File: src/rtl/sram_pack_pkg.sv
// Shared constants, state encoding and byte-enable helper for the
// sample packer that fills the 128-bit x 8000-word sample SRAM.
package sram_pack_pkg;

   localparam int LANE_W = 32;
   localparam int LANES  = 4;
   localparam int WORD_W = 128;
   localparam int BE_W   = 16;
   localparam int ADDR_W = 13;
   localparam int DEPTH  = 8000;
   localparam int CNT_W  = 3;

   typedef enum logic {
      ACCUM = 1'b0,
      WRITE = 1'b1
   } state_e;

   // One 4-bit enable group per filled lane, low lanes first.
   function automatic logic [BE_W-1:0] lane_be(
      input logic [CNT_W-1:0] n
   );
      logic [BE_W-1:0] be;
      be = '0;
      for (int k = 0; k < LANES; k++) begin
         if (k < int'(n)) be[k*4 +: 4] = 4'hF;
      end
      return be;
   endfunction

endpackage

File: src/rtl/sram_ring_ptr.sv
// Modulo-DEPTH SRAM word pointer with sync clear and sticky wrap flag.
// Ports: clk, reset_n, clr, inc in; ptr, wrapped out (registered).
module sram_ring_ptr
   import sram_pack_pkg::*;
(
   input  logic              clk,
   input  logic              reset_n,
   input  logic              clr,
   input  logic              inc,
   output logic [ADDR_W-1:0] ptr,
   output logic              wrapped
);

   logic [ADDR_W-1:0] ptr_q, ptr_d;
   logic              wrapped_q, wrapped_d;
   logic              last;

   assign last = (ptr_q == ADDR_W'(DEPTH - 1));

   always_comb begin
      ptr_d     = ptr_q;
      wrapped_d = wrapped_q;
      if (clr) begin
         ptr_d     = '0;
         wrapped_d = 1'b0;
      end else if (inc) begin
         ptr_d     = last ? '0 : ptr_q + 1'b1;
         wrapped_d = wrapped_q | last;
      end
   end

   always_ff @(posedge clk or negedge reset_n) begin
      if (!reset_n) begin
         ptr_q     <= '0;
         wrapped_q <= 1'b0;
      end else begin
         ptr_q     <= ptr_d;
         wrapped_q <= wrapped_d;
      end
   end

   assign ptr     = ptr_q;
   assign wrapped = wrapped_q;

endmodule

File: src/rtl/sram_sample_packer.sv
// Packs four 32-bit stream samples per 128-bit word, writes them to a
// circular SRAM buffer over Avalon-MM; partial-word flush and clear.
// Ports: s_* sample stream, flush/clear controls, m_* SRAM master,
// wr_ptr/wrapped/flush_done status. All outputs registered.
module sram_sample_packer
   import sram_pack_pkg::*;
(
   input  logic              clk,
   input  logic              reset_n,
   input  logic              s_valid,
   input  logic [LANE_W-1:0] s_data,
   output logic              s_ready,
   input  logic              flush,
   input  logic              clear,
   output logic [ADDR_W-1:0] m_address,
   output logic [BE_W-1:0]   m_byteenable,
   output logic              m_chipselect,
   output logic              m_write,
   output logic [WORD_W-1:0] m_writedata,
   output logic              m_clken,
   output logic [ADDR_W-1:0] wr_ptr,
   output logic              wrapped,
   output logic              flush_done
);

   state_e            state_q, state_d;
   logic [CNT_W-1:0]  cnt_q, cnt_d, cnt_n;
   logic [WORD_W-1:0] acc_q, acc_d, acc_n;
   logic              pend_q, pend_d;
   logic              wfl_q, wfl_d;
   logic              rdy_q, rdy_d;
   logic              wr_q, wr_d;
   logic              cs_q, cs_d;
   logic [ADDR_W-1:0] addr_q, addr_d;
   logic [BE_W-1:0]   be_q, be_d;
   logic [WORD_W-1:0] wdata_q, wdata_d;
   logic              done_q, done_d;
   logic              clken_q;
   logic              accept, fl_eff;
   logic              ptr_inc, ptr_clr;

   assign accept = s_valid & rdy_q;
   assign fl_eff = flush | pend_q;

   sram_ring_ptr u_ptr (
      .clk     (clk),
      .reset_n (reset_n),
      .clr     (ptr_clr),
      .inc     (ptr_inc),
      .ptr     (wr_ptr),
      .wrapped (wrapped)
   );

   always_comb begin
      state_d = state_q;
      cnt_d   = cnt_q;
      acc_d   = acc_q;
      pend_d  = pend_q;
      wfl_d   = wfl_q;
      rdy_d   = 1'b0;
      wr_d    = 1'b0;
      cs_d    = 1'b0;
      addr_d  = '0;
      be_d    = '0;
      wdata_d = '0;
      done_d  = 1'b0;
      ptr_inc = 1'b0;
      ptr_clr = 1'b0;
      cnt_n   = cnt_q;
      acc_n   = acc_q;

      // Pack first so a same-cycle flush sees the new sample.
      if (accept) begin
         for (int k = 0; k < LANES; k++) begin
            if (cnt_q == CNT_W'(k))
               acc_n[k*LANE_W +: LANE_W] = s_data;
         end
         cnt_n = cnt_q + 1'b1;
      end

      unique case (state_q)
         ACCUM: begin
            acc_d = acc_n;
            cnt_d = cnt_n;
            if (cnt_n == CNT_W'(LANES) ||
                (fl_eff && cnt_n != '0)) begin
               state_d = WRITE;
               wr_d    = 1'b1;
               cs_d    = 1'b1;
               addr_d  = wr_ptr;
               be_d    = lane_be(cnt_n);
               wdata_d = acc_n;
               wfl_d   = fl_eff;
               pend_d  = 1'b0;
            end else begin
               rdy_d = 1'b1;
               if (fl_eff) begin
                  done_d = 1'b1;
                  pend_d = 1'b0;
               end
            end
         end
         WRITE: begin
            state_d = ACCUM;
            rdy_d   = 1'b1;
            acc_d   = '0;
            cnt_d   = '0;
            ptr_inc = 1'b1;
            done_d  = wfl_q;
            wfl_d   = 1'b0;
            // Served after this write, never merged into it.
            if (flush) pend_d = 1'b1;
         end
      endcase

      if (clear) begin
         state_d = ACCUM;
         rdy_d   = 1'b1;
         wr_d    = 1'b0;
         cs_d    = 1'b0;
         addr_d  = '0;
         be_d    = '0;
         wdata_d = '0;
         acc_d   = '0;
         cnt_d   = '0;
         pend_d  = 1'b0;
         wfl_d   = 1'b0;
         done_d  = 1'b0;
         ptr_inc = 1'b0;
         ptr_clr = 1'b1;
      end
   end

   always_ff @(posedge clk or negedge reset_n) begin
      if (!reset_n) begin
         state_q <= ACCUM;
         cnt_q   <= '0;
         acc_q   <= '0;
         pend_q  <= 1'b0;
         wfl_q   <= 1'b0;
         rdy_q   <= 1'b0;
         wr_q    <= 1'b0;
         cs_q    <= 1'b0;
         addr_q  <= '0;
         be_q    <= '0;
         wdata_q <= '0;
         done_q  <= 1'b0;
         clken_q <= 1'b0;
      end else begin
         state_q <= state_d;
         cnt_q   <= cnt_d;
         acc_q   <= acc_d;
         pend_q  <= pend_d;
         wfl_q   <= wfl_d;
         rdy_q   <= rdy_d;
         wr_q    <= wr_d;
         cs_q    <= cs_d;
         addr_q  <= addr_d;
         be_q    <= be_d;
         wdata_q <= wdata_d;
         done_q  <= done_d;
         clken_q <= 1'b1;
      end
   end

   assign s_ready      = rdy_q;
   assign m_write      = wr_q;
   assign m_chipselect = cs_q;
   assign m_address    = addr_q;
   assign m_byteenable = be_q;
   assign m_writedata  = wdata_q;
   assign flush_done   = done_q;
   assign m_clken      = clken_q;

endmodule

File: config.mk
export PLATFORM = sky130hd
export DESIGN_NAME = sram_sample_packer
export DESIGN_NICKNAME = d
export VERILOG_FILES = /design/src/rtl/sram_pack_pkg.sv /design/src/rtl/sram_ring_ptr.sv /design/src/rtl/sram_sample_packer.sv
export SDC_FILE = /design/constraint.sdc
export NUM_CORES = 1
export LEC_CHECK = 0
export CAP_MARGIN = 20
export CORE_ASPECT_RATIO = 1.25
export CORE_MARGIN = 2
export CORE_UTILIZATION = 44
export DETAILED_ROUTE_END_ITERATION = 10
export PLACE_DENSITY = 0.7
export SLEW_MARGIN = 0
export SYNTH_ARGS = -nofsm -noshare
export SYNTH_HDL_FRONTEND = slang
export SYNTH_HIERARCHICAL = 1
export SYNTH_SLANG_ARGS = --single-unit
File: constraint.sdc
create_clock -name clk -period 5.38 [get_ports clk]
set_input_delay 0.807 -clock clk [delete_from_list [all_inputs] [get_ports clk]]
set_output_delay 0.807 -clock clk [all_outputs]
set_load 0.005 [all_outputs]
==> results of run 1 <==
## worst register-to-register path, stage by stage, from the launching register on
cell and delay (ns):
dfrtp_1 0.54, inv_1 0.11, ha_1 0.33, mux2i_1 0.41, a211o_4 0.68, buf_4 0.54, nor2_1 0.09
## final cells by class
class,count,area [um^2]
fillers,2158,10800
flip-flops and latches,296,7410
multi-input cells,503,3270
repair buffers,221,2220
clock buffers,41,851
well taps,335,419
clock inverters,6,57.6
inverters,6,22.5
## cells by family after synthesis
family                     Yosys count  synth area share
buffers and inverters               66            0.0395
xor gates and xnor gates             9           0.00710
muxes                              130             0.117
DFF                                296             0.667
adders and majority gates            6           0.00676
AOI/OAI and AO/OA                   21            0.0156
other                                1          0.000338
and+or+nand+nor                    336             0.146
## stage by stage
| step | setup slack [ns] | hold slack [ns] | power, mW | cells | cell area, um^2 |
|---|---|---|---|---|---|
| 4_1_cts | 2.17 | 0.428 | 5.12 | 1408 | 14200 |
| 3_5_place_dp | 1.62 | 0.509 | 3.19 | 1361 | 13300 |
| 3_3_place_gp | 1.69 | 0.500 | 3.18 | 1361 | 13300 |
| 6_report | 2.22 | 0.363 | 5.06 | 1408 | 14200 |
| 5_1_grt | 2.02 | 0.454 | 5.28 | 1408 | 14200 |
| 2_1_floorplan | 3.20 | 0.476 | 2.92 | 865 | 11100 |
## metal layers
layer / wire length (um) / share of wire / GRT usage
met1: 9840 / 0.41 / 0.234
met2: 12100 / 0.51 / 0.311
met3: 1370 / 0.058 / 0.0389
met4: 531 / 0.022 / 0.0482
met5: 0 / 0 / 0
## worst max path at each step
stage / slack, ns / cells past startpoint / endpoint / start
3_3_place_gp: 1.69 / 5 / m_writedata[92]$_DFF_PN0_ / clear
6_report: 2.22 / 5 / m_writedata[60]$_DFF_PN0_ / clear
5_1_grt: 2.02 / 5 / m_writedata[24]$_DFF_PN0_ / clear
3_5_place_dp: 1.62 / 5 / m_writedata[122]$_DFF_PN0_ / clear
4_1_cts: 2.17 / 5 / m_writedata[60]$_DFF_PN0_ / clear
2_1_floorplan: 3.20 / 7 / m_writedata[100]$_DFF_PN0_ / s_valid
## layout by cell type (no fill, tap or decap), types with 2 or more instances in the layout
cell | Yosys | layout
nand3_1 | 6 | 6
a21oi_1 | 4 | 4
nor2_4 | 30 | 30
nand2_1 | 11 | 7
mux2i_1 | 129 | 129
xnor2_1 | 7 | 7
clkbuf_16 | 0 | 29
clkdlybuf4s50_1 | 0 | 211
clkbuf_8 | 0 | 8
nand4_1 | 5 | 5
a31oi_1 | 2 | 2
inv_1 | 5 | 5
nor3_1 | 2 | 2
buf_4 | 14 | 7
ha_1 | 6 | 6
and2_1 | 15 | 15
nor2_1 | 247 | 247
o211ai_1 | 2 | 2
nand2_2 | 1 | 5
nor2b_1 | 4 | 4
clkbuf_1 | 15 | 4
clkinv_2 | 0 | 4
dfrtp_1 | 296 | 296
xor2_1 | 2 | 2
nand2b_1 | 2 | 2
buf_12 | 3 | 2
## registers in the layout, indices dropped and copies added, names as in the netlist
name / count
cnt_q: 3
s_ready: 1
m_chipselect: 1
u_ptr/ptr: 13
m_byteenable: 4
u_ptr/wrapped: 1
flush_done: 1
m_address: 13
m_writedata: 128
acc_q: 128
wfl_q: 1
m_clken: 1
pend_q: 1
## power breakdown
| group | switching (mW) | internal [mW] |
|---|---|---|
| logic | 0.465 | 0.287 |
| clock network | 0.789 | 1.13 |
| registers | 0.0508 | 2.34 |
| total | 1.30 | 3.75 |
==> impl_metrics.toml, run 1 <==
[run_status]
status = "finished, final reports clean"

[pwr]
powerDensity_nw_per_um2 = 355
max-vdd-ir-drop_mv = 0.255
leakage_nw = 7.10

[cts]
root_buffer = "clkbuf_16"
hold_buffers = 0
ctsHtreeMaxLevel = 1
clock_path_buffers = 3
clkLatencyLatePin_ns = 0.54
cts_buffers = 28
ctsResizeCount = 0
cts_sinks = 296
path_clk_slew_ns = 0.06
cts_tree = "yes"
post_cts.repair.setup_buffers = 0

[drt]
first_iter_violations = 357
num_vias = 6783
vias_per_cell = 4.82
totalWireLength_mm = 23.9
drtPass1Iterations = 5
antenna_left = 0
route.detailed.drc = 0
wl_per_cell_um = 16.9

[die]
dieHeight_um = 182
num_io_pins = 213
rows = 65
coreArea_um2 = 25000
dieArea_um2 = 26500
start_util = 0.443
die_width_um = 146

[timing]
tns_ns = 0
grt_setup_unrepaired = "no"
fmax_ghz = 0.317
finalHoldViolations = 0
skew_ns = 0.0184
fin_crit_ns = 3.16
relSlewSlack = 0.350
worst_pin_slew_ns = 0.974
slew_violations = 0
setup_viol = 0
period_share = 0.587

[worst_setup_path]
reg2reg_slack_ns = 2.53
reg2reg_to = "m_writedata[60]$_DFF_PN0_"
critPathMaxStageDelay_ns = 0.79
cpLargestDelayFamily = "buffers and inverters"
crit_required_ns = 5.78
worstSetupStartpointType = "input pin"
cp.arrival_ns = 3.56
cp_max_fo = 61
r2r-start = "cnt_q[0]$_DFF_PN0_"
path_buf_inv = 2
end_kind = "flop"
slowest_stage = "clkdlybuf4s50_1"
cp_cell_sequence = "clkdlybuf4s50_1, or2_4, a211o_4, buf_4, nor2_1"
crit_type = "in2reg"
reg2reg_depth = 6

[synthesis]
synth_common_cells = "dfrtp_1, nor2_1, mux2i_1, nor2_4, buf_2"
syn_area_um2 = 11100
ys_seq_area_frac = 0.667
synth.top_cell.area_share = 0.667
synth_fp_nets = 908
synth-seq-cells = 296
yosys-top-cells-area = "dfrtp_1, mux2i_1, nor2_1"
postSynthAreaPerCell_um2 = 12.8
synth_edf_count = 0
synthCells = 865
synth_warnings = 6
ys_types = 54
yosysMostFrequentCell = "dfrtp_1"
ys.flop_type = "dfrtp_1"
ys_async_sr_fraction = 1.00
yosysTopAreaCell = "dfrtp_1"

[hold_path]
min_path_type = "in2async"

[placed_design]
io_buffers = 212
dp_hpwl_mm = 15.0
gp_congestion = 0.801

[final_layout]
syn2layout_area_growth_pct = 28.4
drive_gt1_frac = 0.0923
fin_util = 0.569
diodes = 0
finalNetCount = 1099

[global_routing]
grt_pass1_vias = 6992
grt_overflow = 0
grt.total_usage = 0.181
grt_pass1_wl_mm = 38.4
antenna_found_initial = 0
grt_max_degree = 133

[flow_run]
drv_cap = 0
(Power assumes the default switching activity.)
==> run 2: changes to the inputs <==
--- a/config.mk
+++ b/config.mk
@@ -10,7 +10,7 @@
 export CORE_MARGIN = 2
 export CORE_UTILIZATION = 44
 export DETAILED_ROUTE_END_ITERATION = 10
-export PLACE_DENSITY = 0.7
+export PLACE_DENSITY = 0.73
 export SLEW_MARGIN = 0
 export SYNTH_ARGS = -nofsm -noshare
 export SYNTH_HDL_FRONTEND = slang
==> constraint.sdc (replaced) <==
create_clock -name clk -period 2.6 [get_ports clk]
set_input_delay 0.39 -clock clk [delete_from_list [all_inputs] [get_ports clk]]
set_output_delay 0.39 -clock clk [all_outputs]
set_load 0.005 [all_outputs]
==> run 2 against run 1 <==
Net effect: non-clock buffer count rose by 11; clock-buffer cell count down 2; sequential cell count stayed put; sequential power increased by 110%; cell area increased by 1.2%; clock skew fell by 0.0091 ns; hold slack got worse by 0.038 ns; critical path type is now reg2reg; largest cell class unchanged.
==> impl_metrics.toml, run 2 (synthesis gave the netlist of run 1 again) <==
[drt]
antenna_left = 0
wl_met1_mm = 10.0
dr_wl_met3_mm = 1.21
wl_met2_mm = 12.5
top_layer_used = "met4"
wl_per_cell_um = 17.0
num_vias = 6895
totalWireLength_mm = 24.2
route.detailed.drc = 0
vias_per_cell = 4.85
drtPass1Iterations = 4
first_iter_violations = 353

[pwr]
p_seq_frac = 0.464
switching_power_mw = 2.80
p_int_mw = 7.86
leakage_nw = 7.18
max-vdd-ir-drop_mv = 0.492
clkPwrFrac = 0.385
powerDensity_nw_per_um2 = 739
switching_share = 0.262
combPwrFrac = 0.150

[timing]
tns_ns = 0
skew_ns = 0.00930
worst_pin_slew_ns = 0.861
setup_slack_ns = 0.235
timing.hold.ws_ns = 0.325
period_share = 0.910
slew_violations = 0
fin_crit_ns = 2.37
grt_setup_unrepaired = "no"
setup_viol = 0
relSlewSlack = 0.426
finalHoldViolations = 0
fmax_ghz = 0.423

[final_layout]
fillCellCount = 2139
syn2layout_area_growth_pct = 29.9
finalNetCount = 1111
diodes = 0
final_cell_mix = "dfrtp_1, nor2_1, clkdlybuf4s50_1"
layout_commonest_cell = "dfrtp_1"
drive_gt1_frac = 0.103

[die]
dieArea_um2 = 26500
num_io_pins = 213
start_util = 0.443
rows = 65
coreArea_um2 = 25000
dieHeight_um = 182
die_width_um = 146

[worst_setup_path]
crit_required_ns = 3.05
path_depth = 7
cpLargestDelayFamily = "flip-flops"
reg2reg_to = "m_writedata[80]$_DFF_PN0_"
slowest_stage = "dfrtp_1"
cp_cell_sequence = "inv_1, ha_1, nand4b_1, o311a_4, a211o_4, buf_12, nor2_1"
cp_max_fo = 73
critPathMaxStageDelay_ns = 0.55
crit_type = "reg2reg"
path_buf_inv = 2
reg2reg_depth = 7
worstSetupStartpointType = "flop"
reg2reg_slack_ns = 0.23
cp.arrival_ns = 2.81
end_kind = "flop"
r2r-start = "cnt_q[0]$_DFF_PN0_"

[placed_design]
gp_congestion = 0.757
dp_slack_ns = 0.0299
dp_hpwl_mm = 15.4
io_buffers = 212

[global_routing]
grt_pass1_wl_mm = 39.0
antenna_found_initial = 0
grt_max_degree = 101
grt_overflow = 0
grt_pass1_vias = 7157
grt.total_usage = 0.183

[flow_run]
drv_cap = 0

[cts]
path_clk_slew_ns = 0.06
cts_buffers = 29
clkLatencyLatePin_ns = 0.53
cts_sinks = 296
ctsHtreeMaxLevel = 1
root_buffer = "clkbuf_16"
clock_path_buffers = 3
ctsResizeCount = 0
cts_tree = "yes"

[run_status]
status = "finished, final reports clean"

[hold_path]
min_path_type = "in2async"
run 2: final cells by class:
class	count	area, um^2	area share
Clock buffer	39	813	0.0564
Sequential cell	296	7410	0.514
Inverter	6	22.5	0.00156
Tap cell	335	419	0.0291
Multi-Input combinational cell	503	3270	0.227
Clock inverter	12	129	0.00894
Timing Repair Buffer	232	2350	0.163
run 2: worst max-delay path by stage:
stage	startpoint	to	slack, ns
4_1_cts	cnt_q[0]$_DFF_PN0_	m_writedata[80]$_DFF_PN0_	0.27
5_1_grt	cnt_q[0]$_DFF_PN0_	m_writedata[80]$_DFF_PN0_	0.13
2_1_floorplan	cnt_q[0]$_DFF_PN0_	m_writedata[100]$_DFF_PN0_	0.45
3_5_place_dp	s_valid	m_writedata[80]$_DFF_PN0_	0.03
6_report	cnt_q[0]$_DFF_PN0_	m_writedata[80]$_DFF_PN0_	0.23
3_3_place_gp	s_valid	m_writedata[80]$_DFF_PN0_	0.14
run 2: stage by stage:
step                       util  instances  cell area [um^2]  power, mW
after floorplan               -        865             11100       6.04
after global placement    0.538       1371             13500       6.63
after detailed placement  0.538       1371             13500       6.66
after CTS                 0.576       1423             14400       10.8
after global routing      0.576       1423             14400       11.1
final                     0.576       1423             14400       10.7
run 2: per-layer routing:
metal  vias to the layer above  global-route usage
li1                       3179                   -
met1                      3507               0.238
met2                       171               0.319
met3                        38              0.0344
met4                         0              0.0447
met5                         -                   0
run 2: repair_timing:
item                                    CTS  global route
hold buffers                              1             0
buffers inserted                          0             0
endpoints found under the setup margin    0             0
endpoints found under the hold margin    34             0
run 2: power by group through the flow:
stage / Combinational, mW / Clock, mW / Sequential (mW)
after floorplan: 1.04 / 0 / 5.00
after global placement: 1.61 / 0 / 5.03
after detailed placement: 1.62 / 0 / 5.03
after CTS: 1.63 / 4.21 / 4.95
after global routing: 1.75 / 4.40 / 4.97
final: 1.60 / 4.11 / 4.95
==> run 3: changes to the inputs <==
--- a/config.mk
+++ b/config.mk
@@ -7,7 +7,7 @@
 export LEC_CHECK = 0
 export CAP_MARGIN = 20
 export CORE_ASPECT_RATIO = 1.25
-export CORE_MARGIN = 2
+export CORE_MARGIN = 3
 export CORE_UTILIZATION = 44
 export DETAILED_ROUTE_END_ITERATION = 10
 export PLACE_DENSITY = 0.73
==> constraint.sdc (replaced) <==
create_clock -name clk -period 2 [get_ports clk]
set_input_delay 0.3 -clock clk [delete_from_list [all_inputs] [get_ports clk]]
set_output_delay 0.3 -clock clk [all_outputs]
set_load 0.005 [all_outputs]
==> run 3 against run 2 <==
Net effect: sequential cell count is the same; global-route usage grew 0.16 points; total power grew 38%; critical path depth is the same; clock-buffer cell count grew 2; register-to-register slack lost 0.18 ns; clock skew grew 0.014 ns; maximum frequency grew 21%; sequential power grew 30%; clock power grew 37%.
==> impl_metrics.toml, run 3 (synthesis gave the netlist of run 1 again) <==
[worst_setup_path]
worstSetupStartpointType = "flop"
reg2reg_depth = 7
reg2reg_slack_ns = 0.05
crit_required_ns = 2.45
startpoint = "cnt_q[1]$_DFF_PN0_"
critPathMaxStageDelay_ns = 0.44
cp_max_fo = 7
cp_cell_sequence = "inv_2, ha_4, nand4b_1, o311a_4, a211o_4, clkbuf_16, nor2_2"
crit_type = "reg2reg"
r2r-start = "cnt_q[1]$_DFF_PN0_"
slowest_stage = "dfrtp_2"
cp.arrival_ns = 2.40
crit_end = "m_writedata[1]$_DFF_PN0_"
reg2reg_to = "m_writedata[1]$_DFF_PN0_"
end_kind = "flop"

[drt]
num_vias = 7223
antenna_left = 0
wl_per_cell_um = 18.0
vias_per_cell = 4.90
drtPass1Iterations = 4
route.detailed.drc = 0
first_iter_violations = 298
totalWireLength_mm = 26.4

[cts]
cts_tree = "yes"
cts_buffers = 29
root_buffer = "clkbuf_16"
clkLatencyLatePin_ns = 0.54
cts_sinks = 296
path_clk_slew_ns = 0.06
ctsHtreeMaxLevel = 1
clock_path_buffers = 3

[timing]
period_share = 0.974
setup_viol = 0
slew_violations = 0
setup_slack_ns = 0.0520
finalHoldViolations = 0
timing.hold.ws_ns = 0.285
skew_ns = 0.0228
fin_crit_ns = 1.95
fmax_ghz = 0.513
tns_ns = 0

[die]
coreArea_um2 = 24700
num_io_pins = 213
rows = 64
die_width_um = 148
start_util = 0.450
dieArea_um2 = 27200
dieHeight_um = 184

[final_layout]
fin_util = 0.617
diodes = 0
final_cell_count_no_fill = 1473
finalNetCount = 1164
final_cell_mix = "dfrtp_1, nor2_1, clkdlybuf4s50_1"
drive_gt1_frac = 0.153
design_area_um2 = 15200
fillCellCount = 2017
layout_commonest_cell = "dfrtp_1"
syn2layout_area_growth_pct = 37.1

[global_routing]
grt_max_degree = 56
antenna_found_initial = 0
grt_pass1_vias = 7418
grt_overflow = 0
grt.total_usage = 0.185
use_met1 = 0.236
gr-usage-met2 = 0.324
grt_pass1_wl_mm = 40.3
busiest_layer = "met2"
grt.met3_usage = 0.0326

[placed_design]
dp_cells = 1404
gp_congestion = 0.777
dpl_cell_area_um2 = 13900
dp_hpwl_mm = 16.7
dp_slack_ns = -0.208
io_buffers = 212

[flow_run]
drv_cap = 0

[run_status]
status = "finished, final reports clean"

[pwr]
powerDensity_nw_per_um2 = 969
power_mw = 14.7
max-vdd-ir-drop_mv = 0.763
leakage_nw = 7.58

[hold_path]
min_path_type = "in2async"
-- run 3: cell types whose count changed in the layout (fill, tap and decap cells not counted), sizes merged --
cell | previous run | this run
buf | 20 | 67
clkbuf | 39 | 45
bufinv | 2 | 5
a211o | 1 | 3
clkinv | 7 | 5
clkinvlp | 3 | 1
inv | 6 | 7
-- run 3: power breakdown --
| group | internal [mW] | switching [mW] | total, mW |
|---|---|---|---|
| combinational | 1.22 | 1.48 | 2.69 |
| sequential | 6.29 | 0.134 | 6.42 |
| clock | 3.46 | 2.17 | 5.64 |
-- run 3: repair_timing --
action	CTS	global route
resized for setup	2	18
endpoints found under the hold margin	49	0
setup buffers	1	5
pin swaps	1	4
endpoints found under the setup margin	47	143
cloned	0	9
hold buffers	1	0
-- run 3: worst max-delay path, delay by kind of cell (launching register included) --
family | cells | cell delay [ns]
adder cells (fa/ha/maj) | 1 | 0.20
AO/OA/AOI/OAI | 2 | 0.61
buffers and inverters | 2 | 0.30
flip-flops | 1 | 0.44
AND/OR/NAND/NOR | 2 | 0.31
-- run 3: how the worst min path moves through the flow --
stage	from	endpoint	depth (start not counted)
after global routing	reset_n	m_writedata[83]$_DFF_PN0_	2
after detailed placement	reset_n	m_writedata[83]$_DFF_PN0_	1
final	reset_n	m_writedata[115]$_DFF_PN0_	2
after CTS	reset_n	m_writedata[116]$_DFF_PN0_	2
after global placement	reset_n	m_writedata[115]$_DFF_PN0_	1
after floorplan	reset_n	acc_q[0]$_DFF_PN0_	0
-- run 3: layer usage --
metal  vias to the layer above  wire length (um)
met5                         -                 0
met4                         0               697
met3                        44              1270
met2                       207             13900
met1                      3671             10600
li1                       3301                 -
-- run 3: area by class of cell --
cell class,count,area (um^2),share of cell area
clock buffer,41,811,0.0533
clock inverter,12,191,0.0126
inverter,6,25.0,0.00164
multi-input combinational,505,3370,0.221
sequential,296,7410,0.487
tap,330,413,0.0271
timing repair buffer,283,3000,0.197
